==> config.mk <==
export PLATFORM = sky130hd
export DESIGN_NAME = cordic_vector_flat
export DESIGN_NICKNAME = d
export VERILOG_FILES = /design/src/rtl/cordic_vector_if.sv /design/src/rtl/cordic_vector.sv /design/src/flat_wrapper.sv
export SDC_FILE = /design/constraint.sdc
export NUM_CORES = 2
export LEC_CHECK = 0
export CORE_MARGIN = 2
export CORE_UTILIZATION = 26
export DETAILED_ROUTE_END_ITERATION = 10
export DONT_BUFFER_PORTS = 1
export PLACE_DENSITY_LB_ADDON = 0.25
export SYNTH_ARGS = -nofsm -noshare
export SYNTH_HDL_FRONTEND = slang
export SYNTH_SLANG_ARGS = --single-unit
==> constraint.sdc <==
create_clock -name clk -period 83.8 [get_ports clk]
set_input_delay 8.38 -clock clk [delete_from_list [all_inputs] [get_ports clk]]
set_output_delay 8.38 -clock clk [all_outputs]
set_load 0.01 [all_outputs]
==> src/rtl/cordic_vector_if.sv <==
`timescale 1ns/1ps
// Purpose : sample/result bundle for the vectoring CORDIC (Cartesian in, magnitude/phase out).
// Latency : n/a (wires only).
// Backpr. : none; 'enable' is a global advance, so the producer holds the whole pipe by dropping it.
// Ports   : enable, i_valid, i_xval, i_yval (producer -> block); o_valid, o_mag, o_phase (block -> consumer).
interface cordic_vector_if #(
   parameter int PW = 12,
   parameter int IW = 31,
   parameter int OW = 32
);
   logic                 enable;
   logic                 i_valid;
   logic signed [IW-1:0] i_xval;
   logic signed [IW-1:0] i_yval;
   logic                 o_valid;
   logic [OW-1:0]        o_mag;
   logic [PW-1:0]        o_phase;

   modport master (
      output enable, i_valid, i_xval, i_yval,
      input  o_valid, o_mag, o_phase
   );

   modport slave (
      input  enable, i_valid, i_xval, i_yval,
      output o_valid, o_mag, o_phase
   );
endinterface

==> src/rtl/cordic_vector.sv <==
`timescale 1ns/1ps
// Purpose : pipelined vectoring-mode CORDIC, (x, y) -> (K*|v|, atan2(y, x) as a binary angle).
// Latency : NSTAGES+2 enabled cycles, one sample per cycle, order preserved.
// Backpr. : none; enable=0 freezes every register (outputs included) and i_valid is ignored.
// Ports   : clk, reset (async, active-high); bus.slave carries enable, i_valid/i_xval/i_yval
//           in and o_valid/o_mag/o_phase out. Parameters must match those of the bus instance;
//           OW >= IW+1, NSTAGES <= PW, PW <= 28.
module cordic_vector #(
   parameter int PW      = 12,
   parameter int IW      = 31,
   parameter int OW      = 32,
   parameter int NSTAGES = 11
) (
   input  logic           clk,
   input  logic           reset,
   cordic_vector_if.slave bus
);
   // Working width: one bit for the negation of the most negative input, one for CORDIC growth.
   localparam int WW = IW + 2;
   // Phase accumulator carries 3 guard bits below the output LSB.
   localparam int AW = PW + 3;
   // The reference angle table below is scaled to 2^32 per full circle.
   localparam int SH = 32 - AW;

   typedef logic signed [WW-1:0] word_t;
   typedef logic [AW-1:0]        acc_t;

   // atan(2^-idx) as a fraction of a full turn, rounded to nearest at AW bits.
   // Beyond idx 15, atan(2^-idx) == 2^-idx to well below one accumulator LSB.
   function automatic acc_t atan_entry(input int idx);
      logic [31:0] raw;
      logic [32:0] sum;
      case (idx)
         0:       raw = 32'h2000_0000;
         1:       raw = 32'h12e4_051d;
         2:       raw = 32'h09fb_385b;
         3:       raw = 32'h0511_11d4;
         4:       raw = 32'h028b_0d43;
         5:       raw = 32'h0145_d7e1;
         6:       raw = 32'h00a2_f61e;
         7:       raw = 32'h0051_7c55;
         8:       raw = 32'h0028_be53;
         9:       raw = 32'h0014_5f2e;
         10:      raw = 32'h000a_2f98;
         11:      raw = 32'h0005_17cc;
         12:      raw = 32'h0002_8be6;
         13:      raw = 32'h0001_45f3;
         14:      raw = 32'h0000_a2f9;
         15:      raw = 32'h0000_517c;
         default: raw = 32'h0000_517c >> (idx - 15);
      endcase
      sum = {1'b0, raw} + (33'd1 << (SH - 1));
      return sum[SH +: AW];
   endfunction

   // Index 0 is the pre-rotation register, index i+1 the output of micro-rotation i.
   word_t            x_q  [0:NSTAGES];
   word_t            y_q  [0:NSTAGES];
   acc_t             ph_q [0:NSTAGES];
   logic [NSTAGES:0] vld_q;
   logic [NSTAGES:0] zf_q;

   word_t            x_d  [0:NSTAGES];
   word_t            y_d  [0:NSTAGES];
   acc_t             ph_d [0:NSTAGES];
   logic [NSTAGES:0] vld_d;
   logic [NSTAGES:0] zf_d;

   word_t x_ext;
   word_t y_ext;

   assign x_ext = {{2{bus.i_xval[IW-1]}}, bus.i_xval};
   assign y_ext = {{2{bus.i_yval[IW-1]}}, bus.i_yval};

   always_comb begin
      // Pre-rotation: fold the left half-plane onto the right by a 180 degree turn,
      // so the micro-rotations only need to cover +/-90 degrees.
      x_d[0]   = x_ext;
      y_d[0]   = y_ext;
      ph_d[0]  = '0;
      if (x_ext[WW-1]) begin
         x_d[0]  = -x_ext;
         y_d[0]  = -y_ext;
         ph_d[0] = acc_t'(1) << (AW - 1);
      end
      // The origin has no defined angle; the flag forces a clean 0/0 result at the end.
      zf_d[0]  = (bus.i_xval == '0) && (bus.i_yval == '0);
      vld_d[0] = bus.i_valid;

      // Each micro-rotation drives y toward zero; both updates use the stage inputs.
      for (int i = 0; i < NSTAGES; i++) begin
         if (!y_q[i][WW-1]) begin
            x_d[i+1]  = x_q[i] + (y_q[i] >>> i);
            y_d[i+1]  = y_q[i] - (x_q[i] >>> i);
            ph_d[i+1] = ph_q[i] + atan_entry(i);
         end else begin
            x_d[i+1]  = x_q[i] - (y_q[i] >>> i);
            y_d[i+1]  = y_q[i] + (x_q[i] >>> i);
            ph_d[i+1] = ph_q[i] - atan_entry(i);
         end
         vld_d[i+1] = vld_q[i];
         zf_d[i+1]  = zf_q[i];
      end
   end

   always_ff @(posedge clk or posedge reset) begin
      if (reset) begin
         for (int i = 0; i <= NSTAGES; i++) begin
            x_q[i]  <= '0;
            y_q[i]  <= '0;
            ph_q[i] <= '0;
         end
         vld_q <= '0;
         zf_q  <= '0;
      end else if (bus.enable) begin
         for (int i = 0; i <= NSTAGES; i++) begin
            x_q[i]  <= x_d[i];
            y_q[i]  <= y_d[i];
            ph_q[i] <= ph_d[i];
         end
         vld_q <= vld_d;
         zf_q  <= zf_d;
      end
   end

   // Output register. Magnitude/phase only load on a valid result, so they stay at zero
   // after reset until the first real sample arrives and otherwise hold the last result.
   // The +4 rounds half-up on the guard bits; the carry out of the top wraps 360 to 0.
   always_ff @(posedge clk or posedge reset) begin
      if (reset) begin
         bus.o_valid <= 1'b0;
         bus.o_mag   <= '0;
         bus.o_phase <= '0;
      end else if (bus.enable) begin
         bus.o_valid <= vld_q[NSTAGES];
         if (vld_q[NSTAGES]) begin
            if (zf_q[NSTAGES]) begin
               bus.o_mag   <= '0;
               bus.o_phase <= '0;
            end else begin
               bus.o_mag   <= OW'($unsigned(x_q[NSTAGES]));
               bus.o_phase <= PW'((ph_q[NSTAGES] + acc_t'(4)) >> 3);
            end
         end
      end
   end
endmodule

==> src/flat_wrapper.sv <==
// flat-port wrapper written by rule: the top's interface ports become plain ports
module cordic_vector_flat 
#(
   parameter int PW      = 12,
   parameter int IW      = 31,
   parameter int OW      = 32,
   parameter int NSTAGES = 11
)
  (clk, reset, bus_enable, bus_i_valid, bus_i_xval, bus_i_yval, bus_o_valid, bus_o_mag, bus_o_phase);
  cordic_vector_if #(.PW(PW), .IW(IW), .OW(OW)) bus_i ();
  input  logic clk;
  input  logic reset;
  input wire logic [$bits(bus_i.enable)-1:0] bus_enable;
  input wire logic [$bits(bus_i.i_valid)-1:0] bus_i_valid;
  input wire logic [$bits(bus_i.i_xval)-1:0] bus_i_xval;
  input wire logic [$bits(bus_i.i_yval)-1:0] bus_i_yval;
  output wire logic [$bits(bus_i.o_valid)-1:0] bus_o_valid;
  output wire logic [$bits(bus_i.o_mag)-1:0] bus_o_mag;
  output wire logic [$bits(bus_i.o_phase)-1:0] bus_o_phase;
  assign bus_i.enable = bus_enable;
  assign bus_i.i_valid = bus_i_valid;
  assign bus_i.i_xval = bus_i_xval;
  assign bus_i.i_yval = bus_i_yval;
  assign bus_o_valid = bus_i.o_valid;
  assign bus_o_mag = bus_i.o_mag;
  assign bus_o_phase = bus_i.o_phase;
  cordic_vector #(.PW(PW), .IW(IW), .OW(OW), .NSTAGES(NSTAGES)) u_core (.clk(clk), .reset(reset), .bus(bus_i));
endmodule
### Word level (Yosys, flattened, before mapping)

Cells that the tools add are included.

* $add $sub $neg: 88
* reductions and logical operators: 4
* multiplexer cells: 59

Operator list (number)
* 2-to-1 mux 32 bit: 25
* adder 32 x 17 -> 32 bit (second input constant): 22
* 2-to-1 mux 33 bit: 21
* 2-to-1 mux 15 bit: 12
* adder 15 bit: 11
* subtractor 15 bit: 11
* adder 33 x 25 -> 33 bit: 2
* adder 33 x 26 -> 33 bit: 2
* adder 33 x 27 -> 33 bit: 2
* adder 33 x 28 -> 33 bit: 2
* adder 33 x 29 -> 33 bit: 2
* adder 33 x 30 -> 33 bit: 2
* adder 33 x 31 -> 33 bit: 2
* adder 33 x 32 -> 33 bit: 2
* negation 31 -> 33 bit: 2
* subtractor 33 x 25 -> 33 bit: 2
* subtractor 33 x 26 -> 33 bit: 2
* subtractor 33 x 27 -> 33 bit: 2
* subtractor 33 x 28 -> 33 bit: 2
* subtractor 33 x 29 -> 33 bit: 2
* subtractor 33 x 30 -> 33 bit: 2
* subtractor 33 x 31 -> 33 bit: 2
* subtractor 33 x 32 -> 33 bit: 2
* subtractor 33 bit: 2
* other kinds (12): 13

* output and inout port bits: 45
* input port bits: 66
* register bits: 1006
* logic and storage cells: 191

### Depth between registers and ports, before layout

* word-level depth: 4
* mapped depth: 23
* mapped depth without buffers: 22

### Worst setup path before layout

Ideal clock, no wire load.

* kind: in2reg
* from: input bus_i_xval[0]
* to: register u_core.zf_q[0]
* buffers on the path: 0
* stages: 11
* arrival: 10.928 ns
* library setup time: 0.065 ns
* required time: 83.735 ns
* setup slack: 72.807 ns
* cells stage by stage: inv_1 ha_1 nand2b_1 nand2b_2 nand2b_4 or4_4 or3_4 or3_4 or4_4 nor4_2 mux2_2

* longest elaborated chain between the ends: 2

Ends and longest elaborated chain
* start, declared: RTL line flat_wrapper.sv:15 `input wire logic [$bits(bus_i.i_xval)-1:0] bus_i_xval;`
* zero test 31 bit: RTL line cordic_vector.sv:87 `zf_d[0] = (bus.i_xval == '0) && (bus.i_yval == '0);`
* logical AND 1 bit: RTL line cordic_vector.sv:87
* end signal, assigned: RTL line cordic_vector.sv:122 `zf_q <= zf_d;`
* end, declared: RTL line cordic_vector.sv:61 `logic [NSTAGES:0] zf_q;`

No other way between the ends.
A chain may end at the register's enable or synchronous reset.

==> impl_metrics.csv <==
group,metric,value,unit
logic_synthesis,synth_top_family_by_area,"compound AO/OA/AOI/OAI gates",
sta,worst_slew_pin_slew,2000,ps
routing,vias,68997,
critical_path,rrSetupSlack,77710,ps
sta,skew,61.3,ps
logic_synthesis,synth_common_cells,"a21oi_1 (1065), nor2_1 (1015), dfrtp_1 (955)",
critical_path,critPathArrivalTime,11950,ps
routing,postRouteAntennaNets,0,
critical_path,crit_type,"input port to flip-flop",
final_layout,finalNetCount,10660,
run,drv_cap,0,
critical_path,critical_path.max_stage_delay,1300,ps
placement,dpl.hpwl,182000,µm
sta,tns,0,ps
critical_path,critPathLaunchType,"input port",
global_route,antenna_found_initial,1,
logic_synthesis,synth_mux_area_share,7.08,%
sta,setup_violations,0,
critical_path,cp.required,84440,ps
routing,viasPerCell,4.88,
cts,cts_sinks,955,
cts,postCtsSetupRepairBufs,0,
global_route,grt_pass1_wl,383000,µm
critical_path,r2r.worst_path.cells,17,
logic_synthesis,synth_xor_area_share,12.4,%
floorplanning,rows,209,
min_path,holdPathStages,1,
placement,io_buffers,0,
logic_synthesis,synth_top_cell_by_area,"dfrtp_1",
sta,rsz0062_at_grt,"false",
logic_synthesis,yosys.area_share.simple,15.4,%
logic_synthesis,syn-num-nets,10812,
floorplanning,core-area,324000,µm²
logic_synthesis,yosys_most_used_dff,"dfrtp_1",
logic_synthesis,async_flop_share,100,%
critical_path,crit_slowest_cell,"inv_8",
routing,wirelength,238000,µm
cts,hold_buffers,0,
sta,max_freq,0.0884,GHz
floorplanning,die_y,575,µm
floorplanning,dieArea,330000,µm²
min_path,hold_class,"flip-flop to flip-flop",
cts,clk_latency,760,ps
cts,numCtsBuffers,108,
cts,h-tree-depth,3,
routing,drt_pass1_iterations,5,
logic_synthesis,synth_cell_types,90,
cts,cts.repair.resized,0,
logic_synthesis,synth_compound_area_share,20.5,%
global_route,grt_max_degree,1147,
min_path,min_to,"u_core.ph_q[20]",
global_route,grt-ovfl-total,0,
logic_synthesis,synth.most_common_cell,"a21oi_1",
min_path,min_from,"u_core.ph_q[20]",
final_layout,drive_above_1_share,8.10,%
cts,clock-root-buffer,"clkbuf_16",
critical_path,worstSetupEndpointType,"flip-flop",
critical_path,worstReg2RegStart,"u_core.x_q[139]",
critical_path,r2r-end,"u_core.y_q[129]",
logic_synthesis,synth_area,84700,µm²
logic_synthesis,ys_warn_count,0,
routing,wl_per_cell,16.8,µm
critical_path,crit_chain,"inv_8, buf_4, nor2_1, mux2_2, a221o_1",
outcome,violations,"slew limit",
floorplanning,start_util,26.1,%
logic_synthesis,ys_seq_area_share,28.2,%
routing,drt-initial-drc-count,3943,
floorplanning,ios,111,
logic_synthesis,synthTopCellsByArea,"dfrtp_1 (28%), ha_1 (12%), xnor2_1 (8.2%)",
sta,slew_headroom,-33.1,%
sta,min_period,11310,ps
cts,clkTransAtPathRegs,60,ps
logic_synthesis,syn_inst,9874,
logic_synthesis,synth_seq_cells,955,
sta,fin_crit_sh,13.5,%
placement,gp_congestion,0.844,
floorplanning,die_w,575,µm
cts,cts_tree,"built",
sta,final_max_slew_viol_count,446,
final_layout,areaGrowthSynthToFinish,9.98,%
logic_synthesis,synth_top_area_share,28.2,%
cts,clk_path_buf_depth,3,
global_route,grtUsageTotal,14.0,%
outcome,status,"complete, but fails checks",
logic_synthesis,synthAdderAreaFrac,13.2,%
logic_synthesis,syn_area_per_cell,8.57,µm²
sta,hold_violations,0,
logic_synthesis,synth_edf_count,0,
global_route,grt_pass1_vias,67311,
routing,post-route-drc-count,0,
critical_path,critPathMaxFanout,1146,
==> worst max-delay path: cells and delay by family <==
family / cells / cell delay (ps)
muxes: 1 / 290
and+or+nand+nor: 1 / 140
buffers and inverters: 2 / 1990
AOI/OAI and AO/OA: 1 / 260
==> stage by stage <==
stage	hold slack (ps)	worst slack [ps]	utilization, %	std cells	cell area, µm²
finish	489	72490	28.7	14139	93100
global route	507	72750	28.7	14139	93100
CTS	494	73090	28.7	14138	93100
global placement	475	72300	27.5	13937	89300
floorplan	443	48560	-	9874	84700
detailed placement	479	72270	27.5	13937	89300
==> how the worst max path moves through the flow <==
stage,startpoint,to,slack (ps)
6_report,bus_enable,u_core.y_q[63],72490
3_5_place_dp,bus_i_yval[5],u_core.y_q[395],72270
4_1_cts,bus_i_yval[5],u_core.y_q[395],73090
3_3_place_gp,bus_i_yval[5],u_core.y_q[395],72300
5_1_grt,bus_i_yval[5],u_core.y_q[395],72750
2_1_floorplan,reset,u_core.bus.o_mag[0],48560
==> registers in the layout, indices dropped and copies added (netlist names) <==
register	cells
u_core.ph_q	140
u_core.vld_q	12
u_core.bus.o_phase	12
u_core.bus.o_mag	32
u_core.bus.o_valid	1
u_core.zf_q	12
u_core.y_q	353
u_core.x_q	393
==> layout make-up <==
class	instances	area, µm²
Clock buffer	146	3040
Timing Repair Buffer	34	268
Sequential cell	955	23900
Antenna cell	1	2.50
Inverter	444	1680
Multi-Input combinational cell	8179	58000
Tap cell	4325	5410
Clock inverter	55	808
Fill cell	34909	231000
==> cells by family after synthesis <==
kind of cell | Yosys count
multiplexers | 538
AND/OR/NAND/NOR | 2764
adder cells (fa/ha/maj) | 872
flip-flops | 955
AO/OA/AOI/OAI | 2811
XOR/XNOR | 1194
buffers and inverters | 740
==> metal layers <==
metal,GRT usage [%],vias to the layer above,part of all wire [%]
met5,0,-,0
met3,1.48,224,3.1
li1,-,35060,-
met4,2.66,0,1.8
met1,20.3,32862,50
met2,22.6,851,45
==> cells in the final DEF, fill, tap and decap left out, types with 23 or more instances in the layout <==
| master | netlist | final |
|---|---|---|
| o21bai_1 | 120 | 120 |
| a211o_1 | 28 | 28 |
| nor2_1 | 1015 | 1015 |
| nand2b_1 | 142 | 142 |
| or3_1 | 61 | 61 |
| nand3_1 | 125 | 125 |
| a31oi_1 | 100 | 100 |
| xnor2_1 | 790 | 790 |
| o31ai_1 | 69 | 69 |
| mux2_2 | 486 | 486 |
| fa_1 | 31 | 31 |
| a211oi_1 | 67 | 67 |
| a21o_1 | 318 | 318 |
| or2_2 | 28 | 28 |
| nor4_1 | 67 | 67 |
| nand3b_1 | 23 | 23 |
| buf_4 | 0 | 33 |
| clkbuf_16 | 0 | 108 |
| a21oi_1 | 1065 | 1065 |
| inv_1 | 436 | 434 |
| o21ai_0 | 572 | 572 |
| and3_1 | 87 | 87 |
| nor2b_1 | 116 | 116 |
| nand2_1 | 613 | 612 |
| xor2_1 | 404 | 404 |
| nor3_1 | 273 | 273 |
| or4_1 | 41 | 41 |
| o21a_1 | 119 | 119 |
| ha_1 | 841 | 841 |
| nor3b_1 | 32 | 32 |
| o211ai_1 | 33 | 33 |
| nand4_1 | 44 | 44 |
| dfrtp_1 | 955 | 945 |
| o41ai_1 | 42 | 42 |
| mux2i_1 | 52 | 52 |
| and2_1 | 40 | 40 |
Power is not shown: default switching activity piles up to over one toggle a cycle in this logic, so the estimate is an artifact.
